$ cat src/rtl/mem_arbiter.sv
// rtl/mem_arbiter.sv - two-port arbiter in front of a single-port data memory
// Each transaction is latched in IDLE, driven to memory in ACCESS, and loads report in RESP.
module mem_arbiter #(
  parameter int FIXED_PRIO = 0,
  parameter int ADDR_W     = 16,
  parameter int DATA_W     = 16
) (
  input  logic              clk,
  input  logic              reset,
  input  logic              req0_valid,
  input  logic              req0_write,
  input  logic [ADDR_W-1:0] req0_addr,
  input  logic [DATA_W-1:0] req0_wdata,
  output logic              req0_ready,
  output logic              req0_rvalid,
  output logic [DATA_W-1:0] req0_rdata,
  input  logic              req1_valid,
  input  logic              req1_write,
  input  logic [ADDR_W-1:0] req1_addr,
  input  logic [DATA_W-1:0] req1_wdata,
  output logic              req1_ready,
  output logic              req1_rvalid,
  output logic [DATA_W-1:0] req1_rdata,
  output logic [ADDR_W-1:0] mem_address,
  output logic [DATA_W-1:0] mem_write_data,
  output logic              mem_write,
  input  logic [DATA_W-1:0] mem_read_data,
  output logic [1:0]        grant,
  output logic              busy
);

  typedef enum logic [1:0] {IDLE, ACCESS, RESP} state_t;

  state_t            state;
  state_t            next_state;
  logic              win;
  logic              win_q;
  logic              write_q;
  logic              last_grant;
  logic [ADDR_W-1:0] addr_q;
  logic [DATA_W-1:0] wdata_q;
  logic [DATA_W-1:0] rdata0_q;
  logic [DATA_W-1:0] rdata1_q;

  // Tie-break: round-robin favours the port that did not win last time.
  always_comb begin
    win = 1'b0;
    if (req0_valid && req1_valid)
      win = (FIXED_PRIO != 0) ? 1'b0 : ~last_grant;
    else if (req1_valid)
      win = 1'b1;
  end

  always_comb begin
    next_state  = state;
    req0_ready  = 1'b0;
    req1_ready  = 1'b0;
    req0_rvalid = 1'b0;
    req1_rvalid = 1'b0;
    mem_write   = 1'b0;
    grant       = 2'b00;
    case (state)
      IDLE: begin
        if (req0_valid || req1_valid)
          next_state = ACCESS;
      end
      ACCESS: begin
        mem_write  = write_q;
        req0_ready = ~win_q;
        req1_ready = win_q;
        grant      = win_q ? 2'b10 : 2'b01;
        next_state = write_q ? IDLE : RESP;
      end
      RESP: begin
        req0_rvalid = ~win_q;
        req1_rvalid = win_q;
        grant       = win_q ? 2'b10 : 2'b01;
        next_state  = IDLE;
      end
      default: next_state = IDLE;
    endcase
  end

  always_ff @(posedge clk or negedge reset) begin
    if (!reset) begin
      state      <= IDLE;
      win_q      <= 1'b0;
      write_q    <= 1'b0;
      last_grant <= 1'b1;
      addr_q     <= '0;
      wdata_q    <= '0;
      rdata0_q   <= '0;
      rdata1_q   <= '0;
    end else begin
      state <= next_state;
      if (state == IDLE && (req0_valid || req1_valid)) begin
        win_q      <= win;
        last_grant <= win;
        write_q    <= win ? req1_write : req0_write;
        addr_q     <= win ? req1_addr  : req0_addr;
        wdata_q    <= win ? req1_wdata : req0_wdata;
      end
      if (state == ACCESS && !write_q) begin
        if (win_q)
          rdata1_q <= mem_read_data;
        else
          rdata0_q <= mem_read_data;
      end
    end
  end

  // The latch registers only change on acceptance, so memory-side buses hold between accesses.
  assign mem_address    = addr_q;
  assign mem_write_data = wdata_q;
  assign req0_rdata     = rdata0_q;
  assign req1_rdata     = rdata1_q;
  assign busy           = (state != IDLE);

endmodule

$ cat config.mk
export PLATFORM = sky130hd
export DESIGN_NAME = mem_arbiter
export DESIGN_NICKNAME = d
export VERILOG_FILES = /design/src/rtl/mem_arbiter.sv
export SDC_FILE = /design/constraint.sdc
export NUM_CORES = 1
export LEC_CHECK = 0
export ABC_AREA = 1
export BUFFER_PORTS_ARGS = -buffer_cell sky130_fd_sc_hd__buf_2
export CORE_MARGIN = 2
export CORE_UTILIZATION = 50
export DETAILED_ROUTE_END_ITERATION = 6
export MAX_ROUTING_LAYER = met4
export PLACE_DENSITY_LB_ADDON = 0.15
export SLEW_MARGIN = 20
export SYNTH_ARGS = -nofsm -noshare
export SYNTH_HDL_FRONTEND = slang
export SYNTH_SLANG_ARGS = --single-unit
$ cat constraint.sdc
create_clock -name clk -period 2.9 [get_ports clk]
set_input_delay 0.725 -clock clk [delete_from_list [all_inputs] [get_ports clk]]
set_output_delay 0.725 -clock clk [all_outputs]
set_load 0.05 [all_outputs]
# Yosys cells after proc, flatten, opt, wreduce, memory -nomap -nowiden
# Index checks and enable logic that the tools add are counted.
dict set report op_classes {
  n_eq_ne 3
  n_mux 15
  bitwise_logic 2
  reduce_logical 10
}
# cell count
set ops {}
lappend ops {{$mux 16} 2}
lappend ops {{$mux 1} 8}
lappend ops {{$mux 2} 4}
lappend ops {{$pmux 2 s2} 1}
lappend ops {{$reduce_and 2->1} 2}
lappend ops {{$logic_and 1x1->1} 3}
lappend ops {{$eq 2x1->1 const B} 1}
lappend ops {{$eq 2x2->1 const B} 1}
lappend ops {{$logic_not 2->1} 1}
lappend ops {{$ne 2x1->1 const B} 1}
lappend ops {{$not 1->1} 2}
lappend ops {{$reduce_bool 2->1} 1}
lappend ops {{$reduce_or 2->1} 1}
lappend ops {{$logic_not 1->1} 1}
lappend ops {{$logic_or 1x1->1} 1}
dict set report totals {
  regBits 69
  inputBits 86
  out_inout_bits 72
  wordCells 38
}

# Longest topological paths before layout
# Gate-level depths: netlist (run 1).
dict set report logic_depth {
  ltp_word 3
  depth_mapped 8
  depth_no_buf 7
}

# Worst setup path after synthesis (run 1)
# OpenSTA, ideal clock, no wires.
dict set report synth_timing {
  kind {register to output}
  from {register state[0]}
  to {output port grant[0]}
  arrival_time_ns 1.362
  required_ns 2.175
  slack_ns 0.813
  path_stages_with_launch 5
  path_buffers 0
  cell_sequence {dfrtp_1 -> inv_1 -> ha_1 -> inv_1 -> nor2_1}
}
dict set report synth_between {
  elab_chain_len 3
  word_cells_on_any_way 4
  classes_between {2 x eq/ne; 1 x mux; 1 x reduce/logical}
}
# element line_no
set synth_lines {}
lappend synth_lines {{start, declared} 34} ;# state_t state;
lappend synth_lines {{start signal, assigned} 95} ;# state <= next_state;
lappend synth_lines {{$eq 2x1->1 or $eq 2x2->1 (tied branches)} 62} ;# case (state)
lappend synth_lines {{$reduce_or 2->1 (no source line) *} n/a}
lappend synth_lines {{$mux 2 *} n/a}
lappend synth_lines {{end, declared} 28} ;# output logic [1:0] grant,
# Mark *: on every way between the ends. The rest lies on a longest branch, timed or not.

# Worst setup path after layout (run 1)
dict set report layout_timing {
  from {register state[1]}
  to {output port req0_ready}
}
dict set report layout_between {
  elab_chain_len 2
}
# element line_no
set layout_lines {}
lappend layout_lines {{$eq 2x1->1} 62}
lappend layout_lines {{$mux 1} 62}
lappend layout_lines {{end, declared} 14} ;# output logic req0_ready,
# Every way passes these cells.

==> metrics.log, run 1 <==
INFO  metric peakVddDrop = around 0.6 mV
INFO  metric cts_post_setup_buffers_inserted = 0
INFO  metric post-route-drc-count = 0
INFO  metric synth_enable_flop_cells = 0
INFO  metric criticalPathCategory = flip-flop to output port
INFO  metric cts_tree = built
INFO  metric num_antenna_cells = 0
INFO  metric initial_utilization = 0.512
INFO  metric yosysTopAreaCell = sky130_fd_sc_hd__dfrtp_1
INFO  metric fp.dieArea = ~7600 µm²
INFO  metric detailedRoute.firstIterationViolations = ~110
INFO  metric detailedRoute.firstPassIterationCount = 4
INFO  metric critical_path_data_arrival_time = roughly 1.5 ns
INFO  metric r2r_setup_slack = 1.04 ns
INFO  metric synth_cell_types = 20
INFO  metric synthesis.nets = 531
INFO  metric largest_net_degree_at_the_start_of_global_routing = between 40 and 50
INFO  metric synth.area.top_cells = sky130_fd_sc_hd__dfrtp_1 (49%), sky130_fd_sc_hd__nand2_1 (15%), sky130_fd_sc_hd__inv_1 (10%)
INFO  metric clock_transition_at_path_regs = ~0.070 ns
INFO  metric power_leakage = between 2 and 3 nW
INFO  metric final_layout_size_suffix_gt1_frac = 0.321
INFO  metric reg2reg_depth = 7
INFO  metric timing.setup.tns = 0 ns
INFO  metric syn-cell-area = between 3000 and 4000 µm²
INFO  metric cts_max_level = 3
INFO  metric report.final.hold_viol_count = 0
INFO  metric num-fill-cells = between 600 and 700
INFO  metric gr-usage-all-layers = 0.225
INFO  metric core_region_area = roughly 6700 µm²
INFO  metric numCtsBuffers = 9
INFO  metric grt_pass1_vias = roughly 3000
INFO  metric ys_seq_area_frac = 0.502
INFO  metric cp.required = ~2.2 ns
INFO  metric fin_ws = approximately 0.63 ns
INFO  metric boundaryPins = 158
INFO  metric synth-warning-count = 0
INFO  metric drt_wl_total = 8.08 mm
INFO  metric buffer_ports.inserted = between 150 and 200
INFO  metric area_delta_synth_final = 27.2%
INFO  metric die_height = between 80 and 90 µm
INFO  metric post_synth_inst_count = 441
INFO  metric finalNetCount = 680
INFO  metric setup_violations = 0
INFO  metric floorplan.die.width = 87.0 µm
INFO  metric clk-insertion-delay-late = approximately 0.33 ns
INFO  metric avgSynthCellArea = between 7 and 8 µm²
INFO  metric remaining_antenna_violation_count_after_routing = 0
INFO  metric wl_per_cell = approximately 12 µm
INFO  metric worst_setup_path_start_kind = flip-flop
INFO  metric vias = between 3000 and 4000
INFO  metric synthFlopType = sky130_fd_sc_hd__dfrtp_1
INFO  metric fmax = 441 MHz
INFO  metric rr_startpoint = state[0]$_DFFE_PN0P_
INFO  metric run_status = finished clean
INFO  metric synth.most_common_cell = sky130_fd_sc_hd__nand2_1
INFO  metric place_congestion = approximately 0.84
INFO  metric worst_flop_to_flop_path_endpoint = mem_address[11]$_DFFE_PN0P_
INFO  metric synth_top_cell_area_share = 0.495
INFO  metric ys_top_cells_by_count = sky130_fd_sc_hd__nand2_1 (141), sky130_fd_sc_hd__inv_1 (92), sky130_fd_sc_hd__dfrtp_1 (68), sky130_fd_sc_hd__nand3_1 (68), sky130_fd_sc_hd__o21ai_1 (26)
INFO  metric setup.worst_path.end_class = output port
INFO  metric drv_cap = 0
INFO  metric async_reset_ff_frac = 1.00
INFO  metric global_route.overflow_total = 0
INFO  metric hold_path_class = input pin to async pin
INFO  metric viasPerCell = ~4.7
INFO  metric place_hpwl = between 5 and 6 mm
INFO  metric clock-skew-final = 0.00784 ns
INFO  metric finalCritPeriodShare = 0.782
INFO  metric actual_slew_at_the_worst_max_slew_pin = between 0.6 and 0.7 ns
INFO  metric rsz0062_at_grt = no
INFO  metric num_rows = 30
INFO  metric place_ws = ~0.81 ns
INFO  metric cts_root_buffer = sky130_fd_sc_hd__clkbuf_8
INFO  metric grt_antenna_before_repair = 0
INFO  metric slew_headroom = 0.574
INFO  metric cts_hold_repair.buffers = 0
INFO  metric synth_seq_cells = just under 70
INFO  metric timing.final.crit_period = 2.27 ns
INFO  metric clk_path_buf_depth = 2
INFO  metric global_route_wire_length_before_repair = between 10 and 15 mm
INFO  metric critical_path.max_fanout = 4
INFO  metric clock_sinks = 69
INFO  metric pwr_density_cell = about 1400 nW/µm²
INFO  metric gates_resized_cts_repair = 0
INFO  metric final-max-slew-violation-count = 0
## report_power, final
part | internal, mW | switching (mW) | total [mW]
logic | 0.771 | 2.74 | 3.51
registers | 1.45 | 0.261 | 1.72
clock network | 0.415 | 0.340 | 0.755
## worst max-delay path by stage
stage,from,end,slack (ns),cells after the start
after CTS,state[1]$_DFFE_PN0P_,req0_ready,0.63,5
after global routing,state[1]$_DFFE_PN0P_,req0_ready,0.54,5
final,state[1]$_DFFE_PN0P_,req0_ready,0.63,5
after floorplan,state[0]$_DFFE_PN0P_,grant[0],0.81,4
after global placement,req1_valid,mem_write_data[9]$_DFFE_PN0P_,0.89,6
after detailed placement,req1_valid,mem_address[4]$_DFFE_PN0P_,0.81,6
## state kept, by name (all words and copies together) (netlist names)
signal,flops
last_grant,1
mem_address,16
mem_write_data,16
req0_rdata,16
req1_rdata,16
state,2
win_q,1
write_q,1
## critical path, stage by stage (launching register included)
cell	delay [ns]
sky130_fd_sc_hd__dfrtp_1	0.38
sky130_fd_sc_hd__inv_1	0.12
sky130_fd_sc_hd__ha_1	0.24
sky130_fd_sc_hd__inv_1	0.07
sky130_fd_sc_hd__nor2_2	0.13
sky130_fd_sc_hd__buf_2	0.28
## final cells by class
| type | instances | area (µm²) | area share |
|---|---|---|---|
| multi-input cells | 256 | 1180 | 0.270 |
| well taps | 80 | 100 | 0.0229 |
| flip-flops and latches | 69 | 1730 | 0.395 |
| inverters | 94 | 355 | 0.0812 |
| clock inverters | 5 | 50.0 | 0.0114 |
| repair buffers | 160 | 821 | 0.187 |
| clock buffers | 11 | 141 | 0.0323 |
## layout by cell type (no fill, tap or decap)
| cell | n |
|---|---|
| sky130_fd_sc_hd__buf_2 | 157 |
| sky130_fd_sc_hd__nand2_1 | 141 |
| sky130_fd_sc_hd__inv_1 | 92 |
| sky130_fd_sc_hd__nand3_1 | 68 |
| sky130_fd_sc_hd__dfrtp_1 | 68 |
| sky130_fd_sc_hd__o21ai_1 | 26 |
| sky130_fd_sc_hd__clkbuf_8 | 10 |
| sky130_fd_sc_hd__o21ai_2 | 6 |
| sky130_fd_sc_hd__nand2_2 | 4 |
| sky130_fd_sc_hd__ha_1 | 4 |
| sky130_fd_sc_hd__clkinv_2 | 4 |
| sky130_fd_sc_hd__nor2_1 | 2 |
| sky130_fd_sc_hd__o21ai_0 | 2 |
| sky130_fd_sc_hd__buf_4 | 2 |
| sky130_fd_sc_hd__inv_2 | 1 |
| sky130_fd_sc_hd__nor2_2 | 1 |
| sky130_fd_sc_hd__nor2_4 | 1 |
| sky130_fd_sc_hd__nor2_8 | 1 |
| sky130_fd_sc_hd__inv_4 | 1 |
| sky130_fd_sc_hd__bufinv_16 | 1 |
| sky130_fd_sc_hd__clkbuf_1 | 1 |
| sky130_fd_sc_hd__dfstp_2 | 1 |
| sky130_fd_sc_hd__buf_12 | 1 |
## cell families after synthesis
| kind of cell | share of synthesized area |
|---|---|
| adders and majority gates | 0.0145 |
| DFF | 0.502 |
| and+or+nand+nor | 0.273 |
| buffers and inverters | 0.154 |
| AOI/OAI and AO/OA | 0.0560 |
## per-stage QoR
step	instance area, µm²	utilization	instances	power [mW]	hold WS, ns
after floorplan	3440	-	441	4.50	0.429
after global placement	4190	0.623	659	5.19	0.459
after detailed placement	4190	0.623	659	5.26	0.461
after CTS	4380	0.652	675	6.03	0.401
after global routing	4380	0.652	675	6.35	0.416
final	4380	0.652	675	5.98	0.384
## per-layer routing
layer,track usage,part of all wire,wire length (µm),vias up
li1,-,-,-,1622
met1,0.289,0.45,3670,1463
met2,0.367,0.48,3850,105
met3,0.0322,0.056,449,11
met4,0.0724,0.014,113,0
met5,-,0,0,-
Power figures use the tool's default switching activity.
==> run 2, diff against run 1 <==
--- a/config.mk
+++ b/config.mk
@@ -8,7 +8,7 @@
 export ABC_AREA = 1
 export BUFFER_PORTS_ARGS = -buffer_cell sky130_fd_sc_hd__buf_2
 export CORE_MARGIN = 2
-export CORE_UTILIZATION = 50
+export CORE_UTILIZATION = 42
 export DETAILED_ROUTE_END_ITERATION = 6
 export MAX_ROUTING_LAYER = met4
 export PLACE_DENSITY_LB_ADDON = 0.15
==> constraint.sdc (replaced) <==
create_clock -name clk -period 2.08 [get_ports clk]
set_input_delay 0.52 -clock clk [delete_from_list [all_inputs] [get_ports clk]]
set_output_delay 0.52 -clock clk [all_outputs]
set_load 0.05 [all_outputs]
==> metrics.log, run 2 (same netlist as run 1, synthesis figures left out) <==
INFO  metric cts_post_setup_buffers_inserted = 0
INFO  metric cp.required = 1.56 ns
INFO  metric finalNetCount = 684
INFO  metric die_height = approximately 95 µm
INFO  metric core_region_area = between 8000 and 9000 µm²
INFO  metric floorplan.die.width = about 95 µm
INFO  metric vias = between 3000 and 4000
INFO  metric global_route_wire_length_before_repair = roughly 13 mm
INFO  metric cts_hold_repair.buffers = 0
INFO  metric grt_antenna_before_repair = 0
INFO  metric detailedRoute.firstIterationViolations = approximately 100
INFO  metric wl_per_cell = about 12 µm
INFO  metric gr-usage-all-layers = 0.188
INFO  metric clk_path_buf_depth = 2
INFO  metric rsz0062_at_grt = no
INFO  metric global_route.overflow_total = 0
INFO  metric cts_tree = built
INFO  metric buffer_ports.inserted = roughly 160
INFO  metric place_congestion = 0.813
INFO  metric layout.cells.most_common = sky130_fd_sc_hd__buf_2
INFO  metric drt_wl_total = roughly 8.1 mm
INFO  metric setup.worst_path.end_class = output port
INFO  metric post-route-drc-count = 0
INFO  metric place_ws = 0.374 ns
INFO  metric slew_headroom = 0.570
INFO  metric remaining_antenna_violation_count_after_routing = 0
INFO  metric groute.layer.met2.usage = 0.303
INFO  metric grt_most_used_layer = met2
INFO  metric clock-skew-final = ~0.014 ns
INFO  metric fin_ws = ~0.068 ns
INFO  metric setup_violations = 0
INFO  metric final_layout_size_suffix_gt1_frac = 0.327
INFO  metric startpoint = state[0]$_DFFE_PN0P_
INFO  metric worst_setup_path_start_kind = flip-flop
INFO  metric most_frequent_cells_in_the_layout = sky130_fd_sc_hd__buf_2 (156), sky130_fd_sc_hd__nand2_1 (141), sky130_fd_sc_hd__inv_1 (92), sky130_fd_sc_hd__nand3_1 (68), sky130_fd_sc_hd__dfrtp_1 (68)
INFO  metric run_status = finished clean
INFO  metric power_leakage = ~2.8 nW
INFO  metric clock_sinks = between 60 and 70
INFO  metric num_antenna_cells = 0
INFO  metric boundaryPins = 158
INFO  metric grt_pass1_vias = roughly 2800
INFO  metric grt_util_met3 = 0.0335
INFO  metric largest_net_degree_at_the_start_of_global_routing = 70
INFO  metric timing.setup.tns = 0 ns
INFO  metric timing.final.crit_period = 2.01 ns
INFO  metric criticalPathCategory = flip-flop to output port
INFO  metric drv_cap = 0
INFO  metric cts_root_buffer = sky130_fd_sc_hd__clkbuf_8
INFO  metric rr_startpoint = state[0]$_DFFE_PN0P_
INFO  metric num_rows = 33
INFO  metric initial_utilization = 0.425
INFO  metric viasPerCell = roughly 4.5
INFO  metric report.final.hold_viol_count = 0
INFO  metric numCtsBuffers = 9
INFO  metric critical_path_data_arrival_time = around 1.5 ns
INFO  metric final-max-slew-violation-count = 0
INFO  metric area_delta_synth_final = 30.4%
INFO  metric hold_path_class = input pin to async pin
INFO  metric finalCritPeriodShare = 0.967
INFO  metric fmax = roughly 500 MHz
INFO  metric peakVddDrop = 0.688 mV
INFO  metric clock_transition_at_path_regs = roughly 0.070 ns
INFO  metric cts_max_level = 3
INFO  metric actual_slew_at_the_worst_max_slew_pin = approximately 0.64 ns
INFO  metric critical_path.max_fanout = 4
INFO  metric use_met1 = 0.237
INFO  metric pwr_density_cell = between 1500 and 2000 nW/µm²
INFO  metric clk-insertion-delay-late = around 0.33 ns
INFO  metric detailedRoute.firstPassIterationCount = 6
INFO  metric fp.dieArea = ~8900 µm²
INFO  metric place_hpwl = 5.81 mm
## run 2: repair_timing
item                       4_1_cts  5_1_grt
hold endpoints to repair         0        0
gates resized for setup          0        1
setup endpoints to repair        0        1
## run 2: cell type report
type / count / area [µm²]
Fill cell: 813 / 3610
Sequential cell: 69 / 1730
Multi-Input combinational cell: 256 / 1180
Timing Repair Buffer: 164 / 866
Inverter: 94 / 355
Clock buffer: 10 / 138
Tap cell: 105 / 131
Clock inverter: 6 / 86.3
## run 2: final timing paths
check / end / slack (ns) / cells past startpoint
setup / recovery: busy / 0.07 / 4
hold / removal: req1_rdata[3]$_DFFE_PN0P_ / 0.20 / 2
setup reg to reg: mem_address[5]$_DFFE_PN0P_ / 0.39 / 7
hold reg to reg: last_grant$_DFFE_PN1P_ / 0.47 / 2
max in group asynchronous: last_grant$_DFFE_PN1P_ / 1.56 / 2
min in group clk: req0_rdata[11]$_DFFE_PN0P_ / 0.45 / 3
## run 2: worst max-delay path, cell delays in order (launching register included)
cell                      delay, ns
sky130_fd_sc_hd__dfrtp_1       0.36
sky130_fd_sc_hd__inv_1         0.08
sky130_fd_sc_hd__ha_1          0.24
sky130_fd_sc_hd__inv_1         0.17
sky130_fd_sc_hd__buf_2         0.31
## run 2: routing by layer
metal	wire (µm)	share of wire	vias to the layer above
met5	0	0	-
met4	122	0.015	0
met3	601	0.074	9
met2	3700	0.46	108
met1	3690	0.45	1431
li1	-	-	1632
## run 2: per-stage QoR
stage | cells | power, mW | utilization | area [µm²] | hold slack [ns]
final | 704 | 8.53 | 0.554 | 4490 | 0.202
after global routing | 704 | 9.09 | 0.554 | 4490 | 0.234
after CTS | 704 | 8.62 | 0.554 | 4480 | 0.215
after detailed placement | 688 | 7.39 | 0.526 | 4260 | 0.461
after global placement | 688 | 7.32 | 0.526 | 4260 | 0.458
after floorplan | 441 | 6.28 | - | 3440 | 0.224
## run 2: power breakdown
group / internal, mW / switching (mW) / leakage (nW)
Combinational: 1.11 / 3.82 / 1.84
Clock: 0.706 / 0.493 / 0.112
Sequential: 2.03 / 0.363 / 0.840
Total: 3.85 / 4.68 / 2.79
